--- src/rtl/ft_restore.sv ---
// Fault-tolerance restore sequencer: halts lockstep cores, replays the shadow GPRs into the
// core register file, reloads the last known-good PC and pulses resume.
module ft_restore #(
   parameter int ADDR_WIDTH = 5,
   parameter int DATA_WIDTH = 32,
   parameter int NUM_REGS   = 32,
   parameter int SKIP_R0    = 1
) (
   input  logic                  clk_i,
   input  logic                  rst_n,
   input  logic                  error_i,
   input  logic [DATA_WIDTH-1:0] spc_i,
   input  logic                  core_halted_i,
   output logic [ADDR_WIDTH-1:0] sgpr_raddr_o,
   input  logic [DATA_WIDTH-1:0] sgpr_rdata_i,
   output logic                  rf_we_o,
   output logic [ADDR_WIDTH-1:0] rf_waddr_o,
   output logic [DATA_WIDTH-1:0] rf_wdata_o,
   output logic                  pc_set_o,
   output logic [DATA_WIDTH-1:0] pc_o,
   output logic                  halt_o,
   output logic                  resume_o,
   output logic                  busy_o,
   output logic [7:0]            recovery_cnt_o
);

   // One extra index bit so the sweep never wraps when NUM_REGS == 2**ADDR_WIDTH.
   localparam int IW = ADDR_WIDTH + 1;
   localparam logic [IW-1:0] FIRST = (SKIP_R0 != 0) ? IW'(1) : '0;
   localparam logic [IW-1:0] LAST  = IW'(NUM_REGS - 1);

   typedef enum logic [2:0] {
      S_IDLE,
      S_HALT,
      S_RESTORE,
      S_SETPC,
      S_RESUME
   } state_t;

   state_t                 state_q, state_d;
   logic [IW-1:0]          idx_q, idx_d;
   logic                   rf_we_q, rf_we_d;
   logic [ADDR_WIDTH-1:0]  rf_waddr_q, rf_waddr_d;
   logic [DATA_WIDTH-1:0]  rf_wdata_q, rf_wdata_d;
   logic [DATA_WIDTH-1:0]  pc_q, pc_d;
   logic [7:0]             cnt_q, cnt_d;
   logic                   halt_q, halt_d;
   logic                   pc_set_q, pc_set_d;
   logic                   resume_q, resume_d;
   logic                   busy_q, busy_d;

   always_comb begin
      state_d    = state_q;
      idx_d      = idx_q;
      rf_we_d    = rf_we_q;
      rf_waddr_d = rf_waddr_q;
      rf_wdata_d = rf_wdata_q;
      pc_d       = pc_q;
      cnt_d      = cnt_q;
      case (state_q)
         S_IDLE: begin
            if (error_i) begin
               state_d = S_HALT;
               pc_d    = spc_i;
               if (cnt_q != 8'hFF) cnt_d = cnt_q + 8'd1;
            end
         end
         S_HALT: begin
            if (core_halted_i) begin
               state_d = S_RESTORE;
               idx_d   = FIRST;
            end
         end
         S_RESTORE: begin
            // Read data is combinational from sgpr_raddr_o, so the write lands one cycle later.
            rf_we_d    = 1'b1;
            rf_waddr_d = idx_q[ADDR_WIDTH-1:0];
            rf_wdata_d = sgpr_rdata_i;
            idx_d      = idx_q + IW'(1);
            if (idx_q == LAST) state_d = S_SETPC;
         end
         S_SETPC: begin
            state_d = S_RESUME;
            rf_we_d = 1'b0;
         end
         S_RESUME: state_d = S_IDLE;
         default:  state_d = S_IDLE;
      endcase

      // Status outputs are registered from the next state so they line up with state_q.
      halt_d   = (state_d == S_HALT) || (state_d == S_RESTORE) || (state_d == S_SETPC);
      pc_set_d = (state_d == S_SETPC);
      resume_d = (state_d == S_RESUME);
      busy_d   = (state_d != S_IDLE);
   end

   always_ff @(posedge clk_i or negedge rst_n) begin
      if (!rst_n) begin
         state_q    <= S_IDLE;
         idx_q      <= '0;
         rf_we_q    <= 1'b0;
         rf_waddr_q <= '0;
         rf_wdata_q <= '0;
         pc_q       <= '0;
         cnt_q      <= '0;
         halt_q     <= 1'b0;
         pc_set_q   <= 1'b0;
         resume_q   <= 1'b0;
         busy_q     <= 1'b0;
      end else begin
         state_q    <= state_d;
         idx_q      <= idx_d;
         rf_we_q    <= rf_we_d;
         rf_waddr_q <= rf_waddr_d;
         rf_wdata_q <= rf_wdata_d;
         pc_q       <= pc_d;
         cnt_q      <= cnt_d;
         halt_q     <= halt_d;
         pc_set_q   <= pc_set_d;
         resume_q   <= resume_d;
         busy_q     <= busy_d;
      end
   end

   assign sgpr_raddr_o   = (state_q == S_RESTORE) ? idx_q[ADDR_WIDTH-1:0] : '0;
   assign rf_we_o        = rf_we_q;
   assign rf_waddr_o     = rf_waddr_q;
   assign rf_wdata_o     = rf_wdata_q;
   assign pc_set_o       = pc_set_q;
   assign pc_o           = pc_q;
   assign halt_o         = halt_q;
   assign resume_o       = resume_q;
   assign busy_o         = busy_q;
   assign recovery_cnt_o = cnt_q;

endmodule

--- config.mk ---
export PLATFORM = sky130hd
export DESIGN_NAME = ft_restore
export DESIGN_NICKNAME = d
export VERILOG_FILES = /design/src/rtl/ft_restore.sv
export SDC_FILE = /design/constraint.sdc
export NUM_CORES = 1
export LEC_CHECK = 0
export BUFFER_PORTS_ARGS = -buffer_cell sky130_fd_sc_hd__buf_2
export CAP_MARGIN = 20
export CORE_AREA = 3 3 89 91
export DETAILED_ROUTE_END_ITERATION = 8
export DIE_AREA = 0 0 92 94
export GPL_ROUTABILITY_DRIVEN = 0
export HOLD_SLACK_MARGIN = 0.1
export PLACE_DENSITY = 0.83
export SYNTH_ARGS = -nofsm -noshare
export SYNTH_HDL_FRONTEND = slang
export SYNTH_SLANG_ARGS = --single-unit
--- constraint.sdc ---
create_clock -name clk_i -period 2.7 [get_ports clk_i]
set_input_delay 0.27 -clock clk_i [delete_from_list [all_inputs] [get_ports clk_i]]
set_output_delay 0.27 -clock clk_i [all_outputs]
set_load 0.01 [all_outputs]
==> results of run 1 <==
-- kinds of logic (layout without fill, tap and decap cells) --
family | count (synthesis) | in the layout
AND/OR/NAND/NOR | 237 | 237
flip-flops | 91 | 91
AO/OA/AOI/OAI | 28 | 28
buffers and inverters | 24 | 185
multiplexers | 4 | 4
adder cells (fa/ha/maj) | 2 | 2
XOR/XNOR | 1 | 1
-- registers in the layout, indices dropped and copies added, names as in the netlist --
name            cells
busy_o              1
state_q             3
idx_q               6
rf_we_o             1
recovery_cnt_o      8
rf_waddr_o          5
rf_wdata_o         32
resume_o            1
halt_o              1
pc_set_o            1
pc_o               32
-- cell usage in the layout, fill, tap and decap left out, types with 5 or more instances in the layout --
cell             n
a21o_1           7
nand2_1        201
clkbuf_8        10
dfrtp_1         91
nor2_1           5
dlygate4sd3_1    7
buf_2          153
a21oi_1          5
nand2b_1         5
inv_1            5
-- worst reg2reg max path, cell delays in order, from the launching register on --
cell	delay (ns)
dfrtp_1	0.52
or4b_4	0.79
nor3_1	0.29
mux2_2	0.35
-- per-layer routing --
metal  vias to the layer above  part of all wire [%]  GRT usage (%)
met2                       136                    47           32.6
li1                       1536                     -              -
met1                      1428                    43           26.3
met4                         0                  0.77           5.57
met3                         7                   8.8           5.13
met5                         -                     0              0
-- power by group --
group          internal, W  switching [W]
Sequential         0.00198       0.000416
Combinational     0.000877        0.00125
Clock             0.000539       0.000442
-- cell type report --
cell class                 count  area share [%]
inverter                       5           0.391
clock inverter                 5            1.62
multi-input combinational    272            26.5
sequential                    91            47.4
clock buffer                  10            2.87
tap                           99            2.58
timing repair buffer         165            18.6
-- metrics by stage --
step | total power, W | util, % | instances | setup slack [ns] | hold WS [ns]
2_1_floorplan | 0.00366 | - | 387 | 0.921 | -0.0256
3_3_place_gp | 0.00445 | 62.2 | 624 | 0.702 | 0.452
3_5_place_dp | 0.00456 | 62.2 | 624 | 0.644 | 0.458
4_1_cts | 0.00555 | 66.0 | 645 | 0.479 | 0.100
5_1_grt | 0.00596 | 66.5 | 647 | 0.363 | 0.105
6_report | 0.00550 | 66.5 | 647 | 0.490 | 0.115
-- repair_timing --
action                     4_1_cts  5_1_grt
hold endpoints to repair         6       19
setup endpoints to repair        0        0
hold buffers                     6        1
-- how the worst max path moves through the flow --
stage	from	end	slack [ns]	cells after the start
after floorplan	state_q[1]	recovery_cnt_o[5]	0.92	5
after global placement	state_q[0]	recovery_cnt_o[5]	0.70	3
after detailed placement	state_q[0]	recovery_cnt_o[7]	0.64	3
after CTS	state_q[0]	sgpr_raddr_o[3]	0.48	3
after global routing	state_q[0]	sgpr_raddr_o[3]	0.36	3
final	state_q[0]	sgpr_raddr_o[3]	0.49	3
==> impl_results.md, run 1 <==
* Critical path peak fanout at 17
* Reg-to-reg setup timing slack at 0.65 ns
* Share of layout cells above drive strength 1 at 32.8%
* Die area at 8650 sq um
* Syn_nets at 457
* Fill cells at 585
* PostCTS Resize Cnt at 0
* Post-DRT Antenna Nets at 0
* RSZ-0062 raised after global routing: no
* Simple-gate portion of the synthesized area at 27.1%
* Main combinational cell family by area after synthesis: simple AND/OR/NAND/NOR gates
* Critical path's largest stage delay at 0.68 ns
* RR Endpoint: recovery_cnt_o[7]
* Critical path class: reg -> out
* Pre-antenna DRT Iters at 4
* Post-synth top cells: nand2_1 (201), dfrtp_1 (91), clkbuf_1 (11)
* Antenna violations before repair at 0
* Hold path cells at 3
* Final Hold Fails at 0
* Largest net degree at the start of global routing at 92
* Core footprint at 7210 sq um
* Average routed wire per standard cell at 13.0 um
* R2R Path Start: state_q[0]
* Die width at 92 um
* Post-synth ARST share at 100%
* Routed WL at 8400 um
* H-Tree Depth at 3
* CTS buffer count at 9
* Cell Chain, Critical Path: or3b_1 -> nor2_1 -> buf_2
* Placed instance area at 4490 sq um
* Nets at 614
* Root Driver: clkbuf_8
* Worst Path Required at 2.43 ns
* Multi-input gate area at 1270 sq um
* Startpoint types: register
* Antenna diodes at 0
* Reg clk slew, reported paths at 0.08 ns
* Synth Area in XOR/XNOR at 0.239%
* Slew margin rel. at 62.9%
* Post-CTS Setup Repair Bufs at 0
* Share of the synthesized area in the top cell type at 62.2%
* Hold Path End: rf_wdata_o[0]
* VDD IR max at 0.534 mV
* Vias at 3,107
* IO Count at 155
* WP data arrival at 1.94 ns
* Global-route wire length before repair at 13,800 um
* Most numerous cell in the Yosys netlist: nand2_1
* Pwr Density at 1150 nW/um^2
* Sequential area share after synthesis at 62.2%
* Class of the worst hold path: in -> reg
* Vias in the first global route at 3,008
* Setup tns final at 0 ns
* Remaining DRCs at 0
* Area growth, synth to finish at 31.1%
* Worst slew pin tran at 0.556 ns
* Clk sink count at 91
* Worst Clk Skew at 0.00767 ns
* CTS Buffer Depth at 2
* Site row count at 31
* Tmin final at 2.21 ns
* Period utilisation layout at 81.9%
* Chip height at 94 um
* Synth area leader: dfrtp_1
* Number of synthesized flops with an enable pin at 0
* Initial drt markers at 88
* Initial Util at 50.8%
* Setup crit end kind: primary output
* Outcome: finished clean
* Clk Latency, worst-skew pair at 0.34 ns
* Synth unique cells at 36
* Leakage power total at 2.75 nW
* Via/cell ratio at 4.80
* Port bufs at 154
* Worst Reg-to-Reg Cells at 3
* Gr ovfl total at 0
* Largest cells by area after synthesis: dfrtp_1 (62%), nand2_1 (21%), a21o_1 (1.4%)
* TritonCTS clock tree: done
* Synthesized area at 3660 sq um
* Tot GR Track Use at 19.8%
* Adder and majority cell fraction of the synthesized area at 0.683%
* Synth Warn # at 0
* Hpwl dp at 5900 um
* Critical path's slowest cell: or3b_1
* Syn Inst Count at 387
* Final Max Tran Viols at 0
* Yosys reg bits at 91
* Crit-path leading delay family: simple AND/OR/NAND/NOR gates
* Avg Inst Size Synth at 9.46 sq um
* CP Buf/Inv Count at 1
* Mux cell area share after synthesis at 1.33%
* Main synth FF type: dfrtp_1
* Synth Area in Compound Gates at 5.19%
* Post-route cell area at 4800 sq um
* Fmax at 0.452 GHz
* Hold Path Origin: sgpr_rdata_i[0]
* Max-capacitance violation count at 0
* FF/Latch Area at 2280 sq um
* Final setup fails at 0
Power figures use the tool's default switching activity.
==> run 2: changes to the inputs <==
--- a/config.mk
+++ b/config.mk
@@ -7,12 +7,12 @@
 export LEC_CHECK = 0
 export BUFFER_PORTS_ARGS = -buffer_cell sky130_fd_sc_hd__buf_2
 export CAP_MARGIN = 20
-export CORE_AREA = 3 3 89 91
+export CORE_AREA = 3 3 93 95
 export DETAILED_ROUTE_END_ITERATION = 8
-export DIE_AREA = 0 0 92 94
+export DIE_AREA = 0 0 96 98
 export GPL_ROUTABILITY_DRIVEN = 0
 export HOLD_SLACK_MARGIN = 0.1
-export PLACE_DENSITY = 0.83
+export PLACE_DENSITY = 0.77
 export SYNTH_ARGS = -nofsm -noshare
 export SYNTH_HDL_FRONTEND = slang
 export SYNTH_SLANG_ARGS = --single-unit
==> constraint.sdc (replaced) <==
create_clock -name clk_i -period 2.3 [get_ports clk_i]
set_input_delay 0.23 -clock clk_i [delete_from_list [all_inputs] [get_ports clk_i]]
set_output_delay 0.23 -clock clk_i [all_outputs]
set_load 0.01 [all_outputs]
==> impl_results.md, run 2 (synthesis gave the netlist of run 1 again) <==
* Hold Path Origin: spc_i[26]
* Slew margin rel. at 67.0% (+4.1 points)
* Site row count at 32 (+3.2%)
* Worst Path Required at 2.07 ns (-0.36 ns)
* Post-DRT Antenna Nets at 0 (unchanged)
* Routed WL at 10,500 um (+25%)
* Fmax at 0.466 GHz
* Die area at 9410 sq um (+8.8%)
* Vias at 3,492 (+12%)
* Initial Util at 46.9% (-3.9 points)
* Final Worst Setup Slack at 0.154 ns (-0.336 ns)
* Most common cell after layout, fill and taps aside: nand2_1
* Period utilisation layout at 93.3%
* Hpwl dp at 6230 um (+5.5%)
* Final Hold Fails at 0 (unchanged)
* Setup tns final at 0 ns (unchanged)
* Pwr Density at 1220 nW/um^2 (+6.2%)
* Clk Latency, worst-skew pair at 0.34 ns (about the same)
* Final setup fails at 0 (unchanged)
* CP Buf/Inv Count at 2 (+1)
* VDD IR max at 0.608 mV (+14%)
* CTS buffer count at 9 (unchanged)
* H-Tree Depth at 3 (unchanged)
* Final Max Tran Viols at 0 (unchanged)
* Worst slew pin tran at 0.494 ns (-0.0621 ns)
* Critical path class: reg -> out
* RR Endpoint: recovery_cnt_o[7]
* IO Count at 155 (unchanged)
* Outcome: finished clean
* Antenna violations before repair at 0 (unchanged)
* Hold Path End: pc_o[26]
* CTS Buffer Depth at 2 (unchanged)
* Finished Core Util at 68.7% (+2.1 points)
* Nets at 674 (+9.8%)
* Post-CTS Setup Repair Bufs at 0 (unchanged)
* Cell Chain, Critical Path: or3b_1 -> buf_4 -> nor2_1 -> buf_2
* Tmin final at 2.15 ns
* Hold path cells at 3 (unchanged)
* Share of layout cells above drive strength 1 at 30.2% (-2.6 points)
* Worst Clk Skew at 0.0114 ns (+0.00370 ns)
* Core footprint at 7810 sq um (+8.2%)
* Via/cell ratio at 4.91 (+2.3%)
* Critical path peak fanout at 22 (+5)
* Worst hold slack at 0.113 ns (-0.00175 ns)
* Vias in the first global route at 3,516 (+17%)
* Setup crit end kind: primary output
* Die width at 96 um (+4.3%)
* Largest net degree at the start of global routing at 54 (-41%)
* Reg clk slew, reported paths at 0.09 ns (about the same)
* PostCTS Resize Cnt at 0 (unchanged)
* Remaining DRCs at 0 (unchanged)
* Average routed wire per standard cell at 14.7 um (+13%)
* Crit-path leading delay family: simple AND/OR/NAND/NOR gates
* TritonCTS clock tree: done
* Hold_buf cts at 64 (+58)
* Critical path's slowest cell: dfrtp_1
* Place WS at 0.451 ns (-0.194 ns)
* Chip height at 98 um (+4.3%)
* Pre-antenna DRT Iters at 4 (unchanged)
* Reg-to-reg setup timing slack at 0.42 ns (-0.23 ns)
* Root Driver: clkbuf_8
* Startpoint types: register
* WP data arrival at 1.92 ns (-0.02 ns)
* Clk sink count at 91 (unchanged)
* Antenna diodes at 0 (unchanged)
* Leakage power total at 2.98 nW (+8.3%)
* Critical path's largest stage delay at 0.52 ns (-0.16 ns)
* Max-capacitance violation count at 0 (unchanged)
* Global-route wire length before repair at 16,800 um (+21%)
* Class of the worst hold path: in -> reg
* Tot GR Track Use at 22.7% (+2.9 points)
* Port bufs at 154 (unchanged)
* Initial drt markers at 146 (+66%)
* Worst Reg-to-Reg Cells at 3 (unchanged)
* RSZ-0062 raised after global routing: no
* Most frequent cells in the layout: nand2_1 (201), buf_2 (153), dfrtp_1 (91)
* Gr ovfl total at 0 (unchanged)
* Area growth, synth to finish at 46.4%
* R2R Path Start: state_q[0]
## run 2: cell types whose count changed in the layout (fill, tap and decap cells not counted), sizes merged
| cell | previous run | this run |
|---|---|---|
| clkbuf | 10 | 11 |
| buf | 158 | 161 |
| clkinvlp | 1 | 3 |
| bufinv | 2 | 0 |
| clkinv | 2 | 1 |
| inv | 5 | 6 |
| dlygate4sd3 | 7 | 64 |
## run 2: through the flow
step	std cells	total power (W)	instance area, sq um
floorplan	387	0.00429	3660
global placement	631	0.00527	4530
detailed placement	631	0.00539	4530
CTS	711	0.00648	5360
global route	711	0.00704	5360
finish	711	0.00652	5360
## run 2: routing by layer
| layer | wire length (um) | part of all wire, % | GRT usage (%) | vias up |
|---|---|---|---|---|
| met5 | 0 | 0 | 0 | - |
| met1 | 4210 | 40 | 27.6 | 1674 |
| met3 | 818 | 7.8 | 6.47 | 12 |
| li1 | - | - | - | 1654 |
| met2 | 5350 | 51 | 38.9 | 152 |
| met4 | 95 | 0.91 | 6.67 | 0 |
## run 2: worst max path at each step
stage                     slack (ns)  depth (start not counted)       start                end
after floorplan                 0.52                          5  state_q[1]  recovery_cnt_o[5]
after global placement          0.54                          3  state_q[0]  recovery_cnt_o[5]
after detailed placement        0.45                          3  state_q[0]  recovery_cnt_o[7]
after CTS                       0.16                          4  state_q[0]    sgpr_raddr_o[3]
after global routing            0.02                          4  state_q[0]    sgpr_raddr_o[3]
final                           0.15                          4  state_q[0]    sgpr_raddr_o[3]
## run 2: final cells by class
| class | instances | area [sq um] |
|---|---|---|
| clock buffers | 11 | 151 |
| clock inverters | 5 | 36.3 |
| fillers | 568 | 2450 |
| inverters | 5 | 18.8 |
| multi-input cells | 272 | 1270 |
| flip-flops and latches | 91 | 2280 |
| well taps | 102 | 128 |
| repair buffers | 225 | 1480 |
## run 2: report_power, final
part / switching [W] / internal, W
Sequential: 0.000499 / 0.00232
Combinational: 0.00157 / 0.00112
Clock: 0.000553 / 0.000454
Total: 0.00263 / 0.00389
## run 2: worst min-delay path, stage by stage
cell,delay [ns]
buf_2,0.07
nand2_1,0.04
nand2_1,0.06
